--- config.mk ---
export PLATFORM = sky130hd
export DESIGN_NAME = cpu_control_unit_flat
export DESIGN_NICKNAME = d
export VERILOG_FILES = /design/src/rtl/cpu_control_unit_if.sv /design/src/rtl/cpu_control_unit.sv /design/src/flat_wrapper.sv
export SDC_FILE = /design/constraint.sdc
export NUM_CORES = 1
export LEC_CHECK = 0
export CAP_MARGIN = 20
export CORE_MARGIN = 3
export CORE_UTILIZATION = 37
export CTS_CLUSTER_SIZE = 24
export DETAILED_ROUTE_END_ITERATION = 7
export RECOVER_POWER = 25
export SYNTH_ARGS = -nofsm -noshare
export SYNTH_HDL_FRONTEND = slang
export SYNTH_SLANG_ARGS = --single-unit
--- constraint.sdc ---
create_clock -name CLK -period 6.9 [get_ports CLK]
set_input_delay 1.38 -clock CLK [delete_from_list [all_inputs] [get_ports CLK]]
set_output_delay 1.38 -clock CLK [all_outputs]
set_load 0.05 [all_outputs]
--- src/rtl/cpu_control_unit_if.sv ---
// Control-unit bus: instruction/flag inputs from memory and ALU, and the
// decode, register-file strobe and PC outputs driven by the control unit.
interface cpu_control_unit_if #(
  parameter int unsigned PC_WIDTH = 32
);
  logic [31:0]         INSTRUCTION;
  logic                ZERO;
  logic [PC_WIDTH-1:0] PC;
  logic [2:0]          READREG1;
  logic [2:0]          READREG2;
  logic [2:0]          WRITEREG;
  logic                WRITEENABLE;
  logic [7:0]          IMMEDIATE;
  logic                IMM_SEL;
  logic                NEG_SEL;
  logic [2:0]          ALUOP;
  logic                ERROR;

  modport master (
    input  INSTRUCTION, ZERO,
    output PC, READREG1, READREG2, WRITEREG, WRITEENABLE,
           IMMEDIATE, IMM_SEL, NEG_SEL, ALUOP, ERROR
  );

  modport slave (
    output INSTRUCTION, ZERO,
    input  PC, READREG1, READREG2, WRITEREG, WRITEENABLE,
           IMMEDIATE, IMM_SEL, NEG_SEL, ALUOP, ERROR
  );
endinterface

--- src/rtl/cpu_control_unit.sv ---
// Multi-cycle FETCH/EXECUTE/WRITEBACK controller and program counter for the
// 8-bit CPU; halts with a sticky ERROR on an illegal opcode.
module cpu_control_unit #(
  parameter int unsigned              PC_WIDTH    = 32,
  parameter logic [PC_WIDTH-1:0]      RESET_PC    = '0,
  parameter int unsigned              EXEC_CYCLES = 1
) (
  input  logic                CLK,
  input  logic                RESET,
  cpu_control_unit_if.master  bus
);

  typedef enum logic [1:0] {
    S_FETCH,
    S_EXECUTE,
    S_WRITEBACK,
    S_HALT
  } state_t;

  typedef enum logic [7:0] {
    OP_LOADI = 8'h00,
    OP_MOV   = 8'h01,
    OP_ADD   = 8'h02,
    OP_SUB   = 8'h03,
    OP_AND   = 8'h04,
    OP_OR    = 8'h05,
    OP_J     = 8'h06,
    OP_BEQ   = 8'h07
  } opcode_t;

  state_t              r_state;
  state_t              w_next_state;
  logic [31:0]         r_ir;
  logic [3:0]          r_cnt;
  logic                r_taken;
  logic [PC_WIDTH-1:0] r_pc;
  logic                r_error;

  opcode_t             w_opcode;
  logic                w_legal;
  logic                w_write;
  logic                w_jump;
  logic                w_beq;
  logic                w_imm_sel;
  logic                w_neg_sel;
  logic [2:0]          w_alu_op;
  logic                w_active;
  logic [PC_WIDTH-1:0] w_offset;
  logic [PC_WIDTH-1:0] w_pc_seq;
  logic                w_unused;

  assign w_opcode = opcode_t'(r_ir[31:24]);
  assign w_unused = ^r_ir[15:11] ^ ^r_ir[7:3];

  always_comb begin
    w_legal   = 1'b1;
    w_write   = 1'b0;
    w_jump    = 1'b0;
    w_beq     = 1'b0;
    w_imm_sel = 1'b0;
    w_neg_sel = 1'b0;
    w_alu_op  = 3'b000;
    case (w_opcode)
      OP_LOADI: begin w_write = 1'b1; w_imm_sel = 1'b1; end
      OP_MOV:   w_write = 1'b1;
      OP_ADD:   begin w_write = 1'b1; w_alu_op = 3'b001; end
      OP_SUB:   begin w_write = 1'b1; w_alu_op = 3'b001; w_neg_sel = 1'b1; end
      OP_AND:   begin w_write = 1'b1; w_alu_op = 3'b010; end
      OP_OR:    begin w_write = 1'b1; w_alu_op = 3'b011; end
      OP_J:     w_jump = 1'b1;
      OP_BEQ:   begin w_beq = 1'b1; w_alu_op = 3'b001; w_neg_sel = 1'b1; end
      default:  w_legal = 1'b0;
    endcase
  end

  always_comb begin
    w_next_state = r_state;
    case (r_state)
      S_FETCH:     w_next_state = S_EXECUTE;
      S_EXECUTE: begin
        if (!w_legal)
          w_next_state = S_HALT;
        else if (r_cnt == 4'd0)
          w_next_state = S_WRITEBACK;
      end
      S_WRITEBACK: w_next_state = S_FETCH;
      S_HALT:      w_next_state = S_HALT;
      default:     w_next_state = S_FETCH;
    endcase
  end

  // Branch offset is a signed word count relative to the following instruction.
  assign w_offset = PC_WIDTH'($signed(r_ir[23:16])) << 2;
  assign w_pc_seq = r_pc + PC_WIDTH'(4);

  always_ff @(posedge CLK) begin
    if (RESET) begin
      r_state <= S_FETCH;
      r_pc    <= RESET_PC;
      r_ir    <= '0;
      r_cnt   <= '0;
      r_taken <= 1'b0;
      r_error <= 1'b0;
    end else begin
      r_state <= w_next_state;
      case (r_state)
        S_FETCH: begin
          r_ir  <= bus.INSTRUCTION;
          r_cnt <= 4'(EXEC_CYCLES - 1);
        end
        S_EXECUTE: begin
          if (!w_legal)
            r_error <= 1'b1;
          if (r_cnt != 4'd0)
            r_cnt <= r_cnt - 4'd1;
          else
            r_taken <= bus.ZERO & w_beq;
        end
        S_WRITEBACK: begin
          if (w_jump || (w_beq && r_taken))
            r_pc <= w_pc_seq + w_offset;
          else
            r_pc <= w_pc_seq;
        end
        default: ;
      endcase
    end
  end

  assign w_active = (r_state == S_EXECUTE) || (r_state == S_WRITEBACK);

  assign bus.PC          = r_pc;
  assign bus.ERROR       = r_error;
  assign bus.WRITEENABLE = (r_state == S_WRITEBACK) && w_write && !RESET;
  assign bus.READREG1    = w_active ? r_ir[10:8]  : '0;
  assign bus.READREG2    = w_active ? r_ir[2:0]   : '0;
  assign bus.WRITEREG    = w_active ? r_ir[18:16] : '0;
  assign bus.IMMEDIATE   = w_active ? r_ir[7:0]   : '0;
  assign bus.IMM_SEL     = w_active & w_imm_sel;
  assign bus.NEG_SEL     = w_active & w_neg_sel;
  assign bus.ALUOP       = w_active ? w_alu_op : '0;

endmodule

--- src/flat_wrapper.sv ---
// flat-port wrapper written by rule: the top's interface ports become plain ports
module cpu_control_unit_flat 
#(
  parameter int unsigned              PC_WIDTH    = 32,
  parameter logic [PC_WIDTH-1:0]      RESET_PC    = '0,
  parameter int unsigned              EXEC_CYCLES = 1
)
  (CLK, RESET, bus_INSTRUCTION, bus_ZERO, bus_PC, bus_READREG1, bus_READREG2, bus_WRITEREG, bus_WRITEENABLE, bus_IMMEDIATE, bus_IMM_SEL, bus_NEG_SEL, bus_ALUOP, bus_ERROR);
  cpu_control_unit_if #(.PC_WIDTH(PC_WIDTH)) bus_i ();
  input  logic CLK;
  input  logic RESET;
  input wire logic [$bits(bus_i.INSTRUCTION)-1:0] bus_INSTRUCTION;
  input wire logic [$bits(bus_i.ZERO)-1:0] bus_ZERO;
  output wire logic [$bits(bus_i.PC)-1:0] bus_PC;
  output wire logic [$bits(bus_i.READREG1)-1:0] bus_READREG1;
  output wire logic [$bits(bus_i.READREG2)-1:0] bus_READREG2;
  output wire logic [$bits(bus_i.WRITEREG)-1:0] bus_WRITEREG;
  output wire logic [$bits(bus_i.WRITEENABLE)-1:0] bus_WRITEENABLE;
  output wire logic [$bits(bus_i.IMMEDIATE)-1:0] bus_IMMEDIATE;
  output wire logic [$bits(bus_i.IMM_SEL)-1:0] bus_IMM_SEL;
  output wire logic [$bits(bus_i.NEG_SEL)-1:0] bus_NEG_SEL;
  output wire logic [$bits(bus_i.ALUOP)-1:0] bus_ALUOP;
  output wire logic [$bits(bus_i.ERROR)-1:0] bus_ERROR;
  assign bus_i.INSTRUCTION = bus_INSTRUCTION;
  assign bus_i.ZERO = bus_ZERO;
  assign bus_PC = bus_i.PC;
  assign bus_READREG1 = bus_i.READREG1;
  assign bus_READREG2 = bus_i.READREG2;
  assign bus_WRITEREG = bus_i.WRITEREG;
  assign bus_WRITEENABLE = bus_i.WRITEENABLE;
  assign bus_IMMEDIATE = bus_i.IMMEDIATE;
  assign bus_IMM_SEL = bus_i.IMM_SEL;
  assign bus_NEG_SEL = bus_i.NEG_SEL;
  assign bus_ALUOP = bus_i.ALUOP;
  assign bus_ERROR = bus_i.ERROR;
  cpu_control_unit #(.PC_WIDTH(PC_WIDTH), .RESET_PC(RESET_PC), .EXEC_CYCLES(EXEC_CYCLES)) u_core (.CLK(CLK), .RESET(RESET), .bus(bus_i));
endmodule
**After elaboration in Yosys (flattened, before gate mapping)**

Cells that the tools add are included.

- Add/sub/neg operators: 3
- Equal/unequal tests: 12
- Muxes and demuxes: 18
- Bitwise gates (word level): 5
- Reductions and logical operators: 18

Operators by type and width:

| cell | number |
|---|---|
| $add 32x3->32 const B | 1 |
| $add 32x32->32 | 1 |
| $eq 8x3->1 const B | 4 |
| $mux 32 | 1 |
| $eq 8x2->1 const B | 2 |
| $mux 3 | 3 |
| $eq 8x1->1 const B | 1 |
| $logic_not 8->1 | 1 |
| $mux 8 | 1 |
| $pmux 2 s4 | 1 |
| $pmux 4 s2 | 1 |
| $reduce_or 8->1 | 1 |
| $mux 1 | 6 |
| $mux 2 | 3 |
| $pmux 2 s3 | 1 |
| $reduce_and 2->1 | 3 |
| $reduce_or 6->1 | 1 |
| $eq 2x2->1 const B | 2 |
| $logic_not 4->1 | 1 |
| $mux 4 | 1 |
| $reduce_bool 4->1 | 1 |
| $sub 4x1->4 const B | 1 |
| $and 1x1->1 | 3 |
| $logic_and 1x1->1 | 3 |
| 10 further kinds | 12 |

- Bits in registers: 72
- Input bits: 35
- Output and inout bits: 56

**Depth between registers and ports, before layout**

- Depth in word-level cells: 5
- Mapped depth: 14
- Gate-level depth less buffers: 13

**Worst setup path before layout**

Ideal clock, no wire load.

- Kind: input-to-output
- Start: in RESET
- End: out bus_WRITEENABLE
- Arrival: 2.928 ns
- Slack: 2.592 ns
- Stages: 4
- Path through: clkbuf_1 -> inv_1 -> nand2_1 -> nor3b_1

- Longest elaborated chain between the ends: 2

RTL lines:

| what | RTL line | source |
|---|---|---|
| start: declaration | flat_wrapper.sv:11 | `input logic RESET;` |
| $logic_not 1->1 | cpu_control_unit.sv:134 | `assign bus.WRITEENABLE = (r_state == S_WRITEBACK) && w_write && !RESET;` |
| $logic_and 1x1->1 | cpu_control_unit.sv:134 |  |
| end: declaration | flat_wrapper.sv:18 | `output wire logic [$bits(bus_i.WRITEENABLE)-1:0] bus_WRITEENABLE;` |

Every way passes these cells.

**Worst setup path after layout**

Ends and elaborated chain as after synthesis.

==> results.py <==
metrics = {
    "outcome": {
        "run_status": "finished clean",
    },
    "setup_path": {
        "cp-end-kind": "primary output",
        "cp.arrival_ns": 3.53,
        "crit_type": "input port to primary output",
        "cp-start-kind": "input port",
        "r2r_slack_ns": 2.72,
        "worstPathRequired_ns": 5.52,
        "r2r-end": "u_core.bus.PC[27]",
        "path_max_fanout": 61,
        "r2r_cells": 12,
        "r2r_start": "u_core.bus.PC[4]",
    },
    "clocking": {
        "postCtsSetupBuffers": 0,
        "clk_path_buf_depth": 2,
        "clock_latency_ns": 0.35,
        "cts.reportedPaths.clkPinSlew_ns": 0.06,
        "hold_buffers": 0,
        "clockRootBuffer": "clkbuf_16",
        "cts.sinks": 65,
        "cts_buffers": 9,
        "cts_tree": "yes",
        "htreeDepth": 3,
        "post_cts_resized": 0,
    },
    "yosys": {
        "ys_top_cells_by_area": "dfxtp_1 24%, ha_1 9.7%, nor2_1 5.8%, mux2i_1 5.7%, nand2_1 4.7%",
        "ys_seq_area_share_pct": 24.07,
        "postSynthCellCount": 701,
        "synth_top_area_share_pct": 24.07,
        "synth_top_area_cell": "dfxtp_1",
        "synthArstFlopShare_pct": 0,
        "syn_avg_cell_area_um2": 7.712,
        "yosys_warnings": 0,
        "synth_ff_type": "dfxtp_1",
        "synth-seq-cells": 65,
        "mappedNetlistArea_mm2": 0.005406,
        "synth_edf_count": 0,
        "synth.distinct_cells": 67,
    },
    "drt": {
        "wl_per_cell_um": 17.68,
        "wirelength_um": 16740,
        "drt_pre_antenna_iters": 5,
        "vias_per_cell": 5.791,
        "drc": 0,
        "dr.first_iter.drc_count": 369,
        "postRouteAntennaNets": 0,
        "routed-via-count": 5484,
    },
    "cells_and_area": {
        "n_antenna_cell": 0,
        "layout_commonest_cell": "nor2_1",
        "multiInputGateArea_mm2": 0.003876,
        "layout_common_cells": "84 x nor2_1, 81 x clkdlybuf4s50_1, 67 x nand2_1",
        "drive_gt1_share_pct": 4.954,
        "final-seq-area_mm2": 0.001301,
        "fill_cells": 1398,
        "area_growth_pct": 22.26,
        "instances_no_fill": 947,
        "nets": 840,
    },
    "sta": {
        "fin_skew_ns": 0.006222,
        "fmax_mhz": 203.7,
        "finalCritPeriodShare_pct": 71.14,
        "hold_viol_final": 0,
        "worst_slew_pin_slew_ns": 0.9280,
        "final-setup-viol-count": 0,
        "rsz0062_at_grt": "no",
        "timing.hold.ws_ns": 0.4730,
        "maxSlewHeadroom_pct": 38.14,
        "final.setup.tns_ns": 0,
        "min_period_ns": 4.909,
        "drv_slew": 0,
    },
    "power_and_ir_drop": {
        "p_clk_share_pct": 38.7,
        "ir_drop_uv": 189.1,
        "seqPwrFrac_pct": 34.4,
        "p_leak_nw": 2.793,
        "pwr-share-comb_pct": 26.9,
        "p_int_mw": 0.8103,
        "net-switching-power_mw": 0.4270,
        "cellPowerDensity_mw_per_mm2": 187.2,
        "switching_share_pct": 34.51,
    },
    "floorplanning": {
        "initial_core_util_pct": 38.35,
        "die_h_um": 126.9,
        "die_w_um": 126.9,
        "die_area_mm2": 0.01610,
        "coreArea_mm2": 0.01410,
        "num_rows": 43,
        "ios": 91,
    },
    "placed_design": {
        "hpwlAfterDp_um": 11880,
        "dp.cells": 931,
        "port_buffers": 82,
        "gp_congestion": 1.006,
    },
    "worst_hold_path": {
        "min_path_type": "register to register",
        "holdPathStages": 2,
        "hold_path_end": "u_core.bus.ERROR",
        "hp-start": "u_core.bus.ERROR",
    },
    "grt": {
        "antenna_found_initial": 0,
        "grt_first_pass_wirelength_um": 26610,
        "grtUsageTotal_pct": 20.44,
        "globalRoute.totalOverflow": 0,
        "grt_max_degree": 62,
        "grt_pass1_vias": 5157,
    },
    "flow_run": {
        "cap_viol_max_count": 0,
    },
}
cell type report:
type | count | share of cell area [%]
clock inverter | 7 | 1.155
multi-input combinational | 585 | 58.64
inverter | 14 | 0.7950
sequential | 65 | 19.69
clock buffer | 9 | 3.407
timing repair buffer | 87 | 12.91
tap | 180 | 3.407
power groups by stage:
stage | sequential, mW | clock [mW] | combinational, mW
2_1_floorplan | 0.449 | 0 | 0.221
3_5_place_dp | 0.434 | 0 | 0.331
3_3_place_gp | 0.433 | 0 | 0.326
6_report | 0.426 | 0.479 | 0.332
4_1_cts | 0.426 | 0.490 | 0.333
5_1_grt | 0.430 | 0.510 | 0.359
logic make-up (layout without fill, tap and decap cells):
logic type      count (synthesis)  after routing  synth area share (%)
xor+xnor                       46             46                 7.452
simple gates                  280            280                 25.90
mux                            34             34                 6.364
flops                          65             65                 24.07
other cells                     1              3               0.06936
compound gates                179            179                 21.64
buf+inv                        53            117                 4.420
fa+ha+maj                      43             43                 10.09
layer usage:
metal	track usage, %	wire (um)	part of all wire, %	vias up
li1	-	-	-	2666
met1	26.90	7594	45	2559
met2	32.13	7396	44	231
met3	5.979	1460	8.7	28
met4	6.688	291	1.7	0
met5	0	0	0	-
cells in the mapped netlist (19+ instances only):
cell type and number:
o21ai_0 32, a21o_1 19, xor2_1 21, ha_1 42
nand3_1 23, nand4_1 19, nor2_1 84, clkbuf_1 23
mux2i_1 31, nand2_1 67, a21oi_1 50, xnor2_1 25
dfxtp_1 65, and2_1 19
through the flow:
stage	utilization (%)	total power, mW	area [um2]	setup slack (ns)
floorplan	-	0.6701	5414	2.592
global placement	44.75	0.7590	6309	2.056
detailed placement	44.75	0.7650	6309	2.021
CTS	46.89	1.248	6610	2.013
global route	46.89	1.299	6610	1.910
finish	46.89	1.237	6610	1.991
worst max-delay path, stage by stage:
cell and delay, ns:
buf_2 0.09, buf_4 0.31, inv_1 0.38, nand2_1 0.14, nor3b_1 0.30, clkdlybuf4s50_1 0.86
registers in the layout (all words and copies together) (netlist names):
name              count
u_core.r_ir          27
u_core.bus.ERROR      1
u_core.r_cnt          4
u_core.r_state        2
u_core.r_taken        1
u_core.bus.PC        30
worst max-delay path by stage:
stage | start | endpoint
2_1_floorplan | RESET | bus_WRITEENABLE
3_3_place_gp | RESET | bus_WRITEENABLE
3_5_place_dp | RESET | bus_WRITEENABLE
4_1_cts | RESET | bus_WRITEENABLE
5_1_grt | RESET | bus_WRITEENABLE
6_report | RESET | bus_WRITEENABLE
(Power assumes the default switching activity.)
